<file path="src/rtl/fwd_hazard_unit_pkg.sv">
// Shared encodings for the forwarding / hazard unit.
package fwd_hazard_unit_pkg;

    localparam int unsigned WB_SEL_W    = 3;
    localparam int unsigned MAX_DATA_W  = 64;

    // Writeback data source selected by the WB stage
    typedef enum logic [WB_SEL_W-1:0] {
        WB_ALU = 3'd0,
        WB_MEM = 3'd1,
        WB_IH  = 3'd2,
        WB_PC  = 3'd3,
        WB_NOP = 3'd4
    } wb_data_op_e;

    // Special register addresses in the shared encoding (R0-R7 occupy 0-7)
    localparam logic [3:0] REG_IH = 4'd8;
    localparam logic [3:0] REG_SP = 4'd9;
    localparam logic [3:0] REG_T  = 4'd10;

    localparam logic FORWARD_ENABLE  = 1'b1;
    localparam logic FORWARD_DISABLE = 1'b0;

    localparam logic [MAX_DATA_W-1:0] EMPTY_DATA = '0;

    // Memory-wait handshake states
    typedef enum logic [1:0] {
        ST_RUN  = 2'd0,
        ST_WAIT = 2'd1,
        ST_TOUT = 2'd2
    } fsm_state_e;

endpackage

</file>
<file path="src/rtl/fwd_port_sel.sv">
// Per-read-port bypass priority mux: EX/MEM > MEM/WB > WB echo > register file.
module fwd_port_sel
    import fwd_hazard_unit_pkg::*;
#(
    parameter int unsigned DATA_W  = 16,
    parameter int unsigned RADDR_W = 4
) (
    input  logic               rd_valid,
    input  logic [RADDR_W-1:0] rd_addr,
    input  logic               emo_live,
    input  logic               emo_is_load,
    input  logic [RADDR_W-1:0] emo_addr,
    input  logic [DATA_W-1:0]  emo_val,
    input  logic               mwo_live,
    input  logic [RADDR_W-1:0] mwo_addr,
    input  logic [DATA_W-1:0]  mwo_val,
    input  logic               echo_valid,
    input  logic [RADDR_W-1:0] echo_addr,
    input  logic [DATA_W-1:0]  echo_data,
    output logic               fwd_en_c,
    output logic [DATA_W-1:0]  fwd_data_c,
    output logic               load_use_c
);

    // Youngest matching producer wins; a load in EX/MEM cannot be bypassed yet
    always_comb begin
        fwd_en_c   = FORWARD_DISABLE;
        fwd_data_c = DATA_W'(EMPTY_DATA);
        load_use_c = 1'b0;
        if (rd_valid) begin
            if (emo_live && (emo_addr == rd_addr)) begin
                if (emo_is_load) begin
                    load_use_c = 1'b1;
                end else begin
                    fwd_en_c   = FORWARD_ENABLE;
                    fwd_data_c = emo_val;
                end
            end else if (mwo_live && (mwo_addr == rd_addr)) begin
                fwd_en_c   = FORWARD_ENABLE;
                fwd_data_c = mwo_val;
            end else if (echo_valid && (echo_addr == rd_addr)) begin
                fwd_en_c   = FORWARD_ENABLE;
                fwd_data_c = echo_data;
            end
        end
    end

endmodule

</file>
<file path="src/rtl/fwd_hazard_unit.sv">
// Operand forwarding, load-use stall and memory-wait hold control for the EX stage.
module fwd_hazard_unit
    import fwd_hazard_unit_pkg::*;
#(
    parameter int unsigned DATA_W      = 16,
    parameter int unsigned RADDR_W     = 4,
    parameter int unsigned NUM_RD      = 2,
    parameter int unsigned MAX_WAIT    = 15,
    parameter int unsigned ZERO_REG_EN = 0
) (
    input  logic                        clk,
    input  logic                        rst,
    input  logic [NUM_RD*RADDR_W-1:0]   rd_addr,
    input  logic [NUM_RD-1:0]           rd_valid,
    input  logic                        emo_wb_en,
    input  logic [RADDR_W-1:0]          emo_wb_addr,
    input  logic [WB_SEL_W-1:0]         emo_wb_sel,
    input  logic [DATA_W-1:0]           emo_alu,
    input  logic [DATA_W-1:0]           emo_ih,
    input  logic [DATA_W-1:0]           emo_pc,
    input  logic                        emo_mem_req,
    input  logic                        mem_ready,
    input  logic                        mwo_wb_en,
    input  logic [RADDR_W-1:0]          mwo_wb_addr,
    input  logic [WB_SEL_W-1:0]         mwo_wb_sel,
    input  logic [DATA_W-1:0]           mwo_alu,
    input  logic [DATA_W-1:0]           mwo_ih,
    input  logic [DATA_W-1:0]           mwo_pc,
    input  logic [DATA_W-1:0]           mwo_ram,
    output logic [NUM_RD*DATA_W-1:0]    fwd_data,
    output logic [NUM_RD-1:0]           fwd_en,
    output logic                        hold_front,
    output logic                        bubble_mem,
    output logic                        hold_all,
    output logic                        wait_timeout,
    output logic [15:0]                 stall_cycles
);

    localparam int unsigned CNT_W   = $clog2(MAX_WAIT + 1);
    localparam int unsigned STALL_W = 16;

    fsm_state_e          state_q, state_d;
    logic [CNT_W-1:0]    wait_cnt_q, wait_cnt_d;
    logic                echo_valid_q, echo_valid_d;
    logic [RADDR_W-1:0]  echo_addr_q, echo_addr_d;
    logic [DATA_W-1:0]   echo_data_q, echo_data_d;
    logic                wait_timeout_q, wait_timeout_d;
    logic [STALL_W-1:0]  stall_q, stall_d;

    logic [DATA_W-1:0]   emo_val, mwo_val;
    logic                emo_live, mwo_live, emo_is_load;
    logic [NUM_RD-1:0]   load_use_vec;
    logic                load_use;
    logic                hold_all_c;

    // Candidate values from each pipeline stage according to its WB selector
    always_comb begin
        emo_val = DATA_W'(EMPTY_DATA);
        mwo_val = DATA_W'(EMPTY_DATA);
        case (emo_wb_sel)
            WB_ALU:  emo_val = emo_alu;
            WB_IH:   emo_val = emo_ih;
            WB_PC:   emo_val = emo_pc;
            default: emo_val = DATA_W'(EMPTY_DATA);
        endcase
        case (mwo_wb_sel)
            WB_ALU:  mwo_val = mwo_alu;
            WB_MEM:  mwo_val = mwo_ram;
            WB_IH:   mwo_val = mwo_ih;
            WB_PC:   mwo_val = mwo_pc;
            default: mwo_val = DATA_W'(EMPTY_DATA);
        endcase
    end

    // A stage is a valid bypass source only if it really writes a register
    always_comb begin
        emo_live    = emo_wb_en && (emo_wb_sel != WB_NOP) &&
                      ((ZERO_REG_EN == 0) || (emo_wb_addr != '0));
        mwo_live    = mwo_wb_en && (mwo_wb_sel != WB_NOP) &&
                      ((ZERO_REG_EN == 0) || (mwo_wb_addr != '0));
        emo_is_load = (emo_wb_sel == WB_MEM);
    end

    for (genvar i = 0; i < NUM_RD; i++) begin : g_port
        fwd_port_sel #(
            .DATA_W  (DATA_W),
            .RADDR_W (RADDR_W)
        ) u_port_sel (
            .rd_valid    (rd_valid[i] & rst),
            .rd_addr     (rd_addr[i*RADDR_W +: RADDR_W]),
            .emo_live    (emo_live),
            .emo_is_load (emo_is_load),
            .emo_addr    (emo_wb_addr),
            .emo_val     (emo_val),
            .mwo_live    (mwo_live),
            .mwo_addr    (mwo_wb_addr),
            .mwo_val     (mwo_val),
            .echo_valid  (echo_valid_q),
            .echo_addr   (echo_addr_q),
            .echo_data   (echo_data_q),
            .fwd_en_c    (fwd_en[i]),
            .fwd_data_c  (fwd_data[i*DATA_W +: DATA_W]),
            .load_use_c  (load_use_vec[i])
        );
    end

    // Memory-wait handshake: hold everything until ready or the wait budget runs out
    always_comb begin
        state_d    = state_q;
        wait_cnt_d = wait_cnt_q;
        hold_all_c = 1'b0;
        case (state_q)
            ST_RUN: begin
                if (emo_mem_req && !mem_ready) begin
                    hold_all_c = 1'b1;
                    state_d    = ST_WAIT;
                    wait_cnt_d = CNT_W'(1);
                end
            end
            ST_WAIT: begin
                if (mem_ready) begin
                    state_d    = ST_RUN;
                    wait_cnt_d = '0;
                end else begin
                    hold_all_c = 1'b1;
                    if (wait_cnt_q == CNT_W'(MAX_WAIT)) begin
                        state_d    = ST_TOUT;
                        wait_cnt_d = '0;
                    end else begin
                        wait_cnt_d = wait_cnt_q + CNT_W'(1);
                    end
                end
            end
            ST_TOUT: begin
                state_d    = ST_RUN;
                wait_cnt_d = '0;
            end
            default: begin
                state_d    = ST_RUN;
                wait_cnt_d = '0;
            end
        endcase
    end

    // Pipeline controls; all released while reset is asserted
    always_comb begin
        load_use   = |load_use_vec;
        hold_all   = hold_all_c & rst;
        hold_front = load_use & ~hold_all;
        bubble_mem = hold_front;
    end

    // Next values for the WB echo, timeout flag and stall counter
    always_comb begin
        echo_valid_d   = echo_valid_q;
        echo_addr_d    = echo_addr_q;
        echo_data_d    = echo_data_q;
        wait_timeout_d = wait_timeout_q | (state_d == ST_TOUT);
        stall_d        = stall_q;
        if (!hold_all) begin
            echo_valid_d = mwo_live;
            echo_addr_d  = mwo_wb_addr;
            echo_data_d  = mwo_val;
        end
        if ((hold_front || hold_all) && (stall_q != '1)) begin
            stall_d = stall_q + STALL_W'(1);
        end
    end

    // State registers
    always_ff @(posedge clk or negedge rst) begin
        if (!rst) begin
            state_q        <= ST_RUN;
            wait_cnt_q     <= '0;
            echo_valid_q   <= 1'b0;
            echo_addr_q    <= '0;
            echo_data_q    <= '0;
            wait_timeout_q <= 1'b0;
            stall_q        <= '0;
        end else begin
            state_q        <= state_d;
            wait_cnt_q     <= wait_cnt_d;
            echo_valid_q   <= echo_valid_d;
            echo_addr_q    <= echo_addr_d;
            echo_data_q    <= echo_data_d;
            wait_timeout_q <= wait_timeout_d;
            stall_q        <= stall_d;
        end
    end

    assign wait_timeout = wait_timeout_q;
    assign stall_cycles = stall_q;

endmodule

</file>
<file path="config.mk">
export PLATFORM = sky130hd
export DESIGN_NAME = fwd_hazard_unit
export DESIGN_NICKNAME = d
export VERILOG_FILES = /design/src/rtl/fwd_hazard_unit_pkg.sv /design/src/rtl/fwd_port_sel.sv /design/src/rtl/fwd_hazard_unit.sv
export SDC_FILE = /design/constraint.sdc
export NUM_CORES = 1
export LEC_CHECK = 0
export ABC_CLOCK_PERIOD_IN_PS = 3250
export BUFFER_PORTS_ARGS = -buffer_cell sky130_fd_sc_hd__buf_2
export CAP_MARGIN = 20
export CORE_AREA = 2 2 87 98
export DETAILED_ROUTE_END_ITERATION = 8
export DIE_AREA = 0 0 89 100
export GPL_ROUTABILITY_DRIVEN = 0
export PLACE_DENSITY = 0.86
export REMOVE_ABC_BUFFERS = 1
export SYNTH_ARGS = -nofsm -noshare
export SYNTH_HDL_FRONTEND = slang
export SYNTH_SLANG_ARGS = --single-unit
</file>
<file path="constraint.sdc">
create_clock -name clk -period 3.25 [get_ports clk]
set_input_delay 0.325 -clock clk [delete_from_list [all_inputs] [get_ports clk]]
set_output_delay 0.325 -clock clk [all_outputs]
set_load 0.02 [all_outputs]
</file>
==> impl_metrics.env <==
export IMPL_gr_total_overflow=0
export IMPL_wire_per_inst_microns=16.6
export IMPL_grt_pass1_wl_microns=19900
export IMPL_synth_async_reset_ratio_pct=100
export IMPL_slew_headroom_pct=43.4
export IMPL_maxCapViolCount=0
export IMPL_crit_path_start_kind="input pin"
export IMPL_dp_hpwl_microns=10200
export IMPL_cts_clk_slew_worst_paths_ns=0.08
export IMPL_clock_sinks=44
export IMPL_cp_end_kind="output port"
export IMPL_track_usage_pct=27.8
export IMPL_final_layout_size_suffix_gt1_share_pct=43.1
export IMPL_path_class="input pin to output port"
export IMPL_row_count=35
export IMPL_start_util_pct=49.0
export IMPL_ir_drop_mv=0.345
export IMPL_period_share_pct=81.6
export IMPL_worstPathRequired_ns=2.92
export IMPL_nFillCells=714
export IMPL_synth_seq_cells=44
export IMPL_tns_ns=0
export IMPL_leakagePower_nw=2.40
export IMPL_vias=4399
export IMPL_synth_avg_cell_area_sq_um=8.52
export IMPL_synth_edff_count=0
export IMPL_finalCriticalPeriod_ns=2.65
export IMPL_via_per_inst=5.83
export IMPL_core_area_sq_um=8060
export IMPL_total_power_w=0.00171
export IMPL_cts_inserted_buffers=5
export IMPL_postSynthCellCount=463
export IMPL_cts_tree="done"
export IMPL_final_cell_mix="buf_2, nand2_1, o21ai_0, dfrtp_1, a21oi_1"
export IMPL_drtIter0Drc=240
export IMPL_fin_worst_skew_ns=0.00286
export IMPL_ant_nets=0
export IMPL_p_per_area_nw_per_um2=332
export IMPL_io_buffer_count=195
export IMPL_tightestPinTransition_ns=0.849
export IMPL_grt_pass1_vias=4253
export IMPL_post_cts_buffers=0
export IMPL_hold_viol=0
export IMPL_clockBufferDepth=2
export IMPL_setup_viol=0
export IMPL_drc=0
export IMPL_grt_max_degree=46
export IMPL_crit_start="emo_wb_addr[1]"
export IMPL_r2r_slack_ns=0.93
export IMPL_die_area_sq_um=8900
export IMPL_die_x_microns=89
export IMPL_h_tree_depth=2
export IMPL_n_antenna_cell=0
export IMPL_ys_flop_type="dfrtp_1"
export IMPL_layout_nets=786
export IMPL_ctsResizeCount=0
export IMPL_r2r_start="stall_cycles[0]"
export IMPL_antenna_found_initial=0
export IMPL_io_pins=196
export IMPL_worstSkewPairLatency_ns=0.29
export IMPL_die_h_microns=100
export IMPL_yosys_warnings=0
export IMPL_slew_viol_final=0
export IMPL_grt_setup_unrepaired="no"
export IMPL_netlist_area_sq_um=3950
export IMPL_max_freq_ghz=0.377
export IMPL_layout_commonest_cell="buf_2"
export IMPL_wl_microns=12500
export IMPL_status="finished, final reports clean"
export IMPL_areaGrowthSynthToFinish_pct=30.1
export IMPL_ys_types=48
export IMPL_synth_seq_area_share_pct=27.9
export IMPL_dr_pass1_iters=5
export IMPL_critPathMaxFanout=11
export IMPL_root_buffer="clkbuf_8"
export IMPL_hp_class="input pin to async pin"
export IMPL_arrival_ns=2.33
export IMPL_hold_buffers=0
[cells by family (layout without fill, tap and decap cells)]
group / count (synthesis) / after routing / share of synthesized area, %
adder cells (fa/ha/maj): 2 / 2 / 0.634
XOR/XNOR: 32 / 32 / 7.10
AO/OA/AOI/OAI: 141 / 141 / 22.3
multiplexers: 44 / 44 / 16.6
buffers and inverters: 40 / 220 / 4.63
flip-flops: 44 / 44 / 27.9
AND/OR/NAND/NOR: 160 / 160 / 20.8
[per-layer routing]
| metal | GRT usage, % | up-vias | wire, microns |
|---|---|---|---|
| met2 | 48.2 | 238 | 6270 |
| li1 | - | 2070 | - |
| met1 | 33.8 | 2042 | 4710 |
| met3 | 3.95 | 49 | 1060 |
| met4 | 12.5 | 0 | 500 |
| met5 | 0 | - | 0 |
[final timing paths]
path	end	cells past startpoint
worst max register to register	stall_cycles[1]	6
worst min register to register	wait_timeout	1
min in group clk	echo_addr_q[3]	2
max in group asynchronous	wait_cnt_q[0]	2
worst min-delay path	echo_data_q[7]	2
worst max-delay path	fwd_data[15]	8
[synthesized netlist by cell type, types with 3 or more instances]
| cell | number | share of area, % |
|---|---|---|
| a211oi_1 | 18 | 3.4 |
| a21o_1 | 6 | 1.1 |
| a21oi_1 | 36 | 4.6 |
| a22oi_1 | 7 | 1.3 |
| a311oi_1 | 5 | 1.1 |
| a31oi_1 | 10 | 1.6 |
| and2_1 | 6 | 0.95 |
| buf_2 | 8 | 1.0 |
| buf_4 | 4 | 0.76 |
| clkbuf_1 | 21 | 2.0 |
| dfrtp_1 | 44 | 28 |
| inv_1 | 3 | 0.29 |
| mux2_2 | 12 | 3.4 |
| mux2i_1 | 16 | 4.1 |
| mux4_2 | 16 | 9.1 |
| nand2_1 | 65 | 6.2 |
| nand3_1 | 8 | 1.0 |
| nand4_1 | 6 | 0.95 |
| nor2_1 | 11 | 1.0 |
| nor2b_1 | 3 | 0.48 |
| nor3_1 | 24 | 3.0 |
| nor4_1 | 4 | 0.63 |
| nor4_2 | 3 | 0.95 |
| o211a_1 | 6 | 1.5 |
| o21ai_0 | 44 | 5.6 |
| or2_2 | 22 | 3.5 |
| xnor2_1 | 11 | 2.4 |
| xor2_1 | 21 | 4.7 |
[flip-flops by register name, summed over array words and instances, names as in the netlist]
| register | flops |
|---|---|
| state_q | 2 |
| stall_cycles | 16 |
| wait_timeout | 1 |
| echo_addr_q | 4 |
| echo_valid_q | 1 |
| wait_cnt_q | 4 |
| echo_data_q | 16 |
[cell type report]
type | count | area [sq um] | area share [%]
multi-input cells | 379 | 2680 | 52.2
flip-flops and latches | 44 | 1100 | 21.4
repair buffers | 208 | 1070 | 20.9
well taps | 111 | 139 | 2.71
clock buffers | 7 | 96.3 | 1.88
clock inverters | 1 | 30.0 | 0.585
inverters | 4 | 15.0 | 0.292
[power breakdown]
group	leakage [nW]	total, W	internal (W)	switching (W)
combinational	1.77	0.000566	0.000254	0.000312
clock	0.0645	0.000446	0.000271	0.000175
sequential	0.570	0.000695	0.000612	0.0000826
total	2.40	0.00171	0.00114	0.000569
[worst max-delay path: stages]
cell and delay (ns):
buf_2 0.12, xor2_1 0.19, nor4_4 0.48, o2bb2ai_1 0.32, buf_4 0.27, a21oi_1 0.06, a211oi_1 0.31, buf_2 0.24
[per-stage QoR]
stage | utilization, % | std cells | setup slack [ns] | cell area (sq um) | hold slack (ns)
after floorplan | - | 427 | 0.0805 | 3780 | 0.0294
after global placement | 62.1 | 746 | 0.731 | 5010 | 0.461
after detailed placement | 62.1 | 746 | 0.663 | 5010 | 0.465
after CTS | 63.7 | 754 | 0.668 | 5130 | 0.215
after global routing | 63.7 | 754 | 0.420 | 5130 | 0.264
final | 63.7 | 754 | 0.599 | 5130 | 0.220
Note: power is estimated with default switching activity, not from simulation.
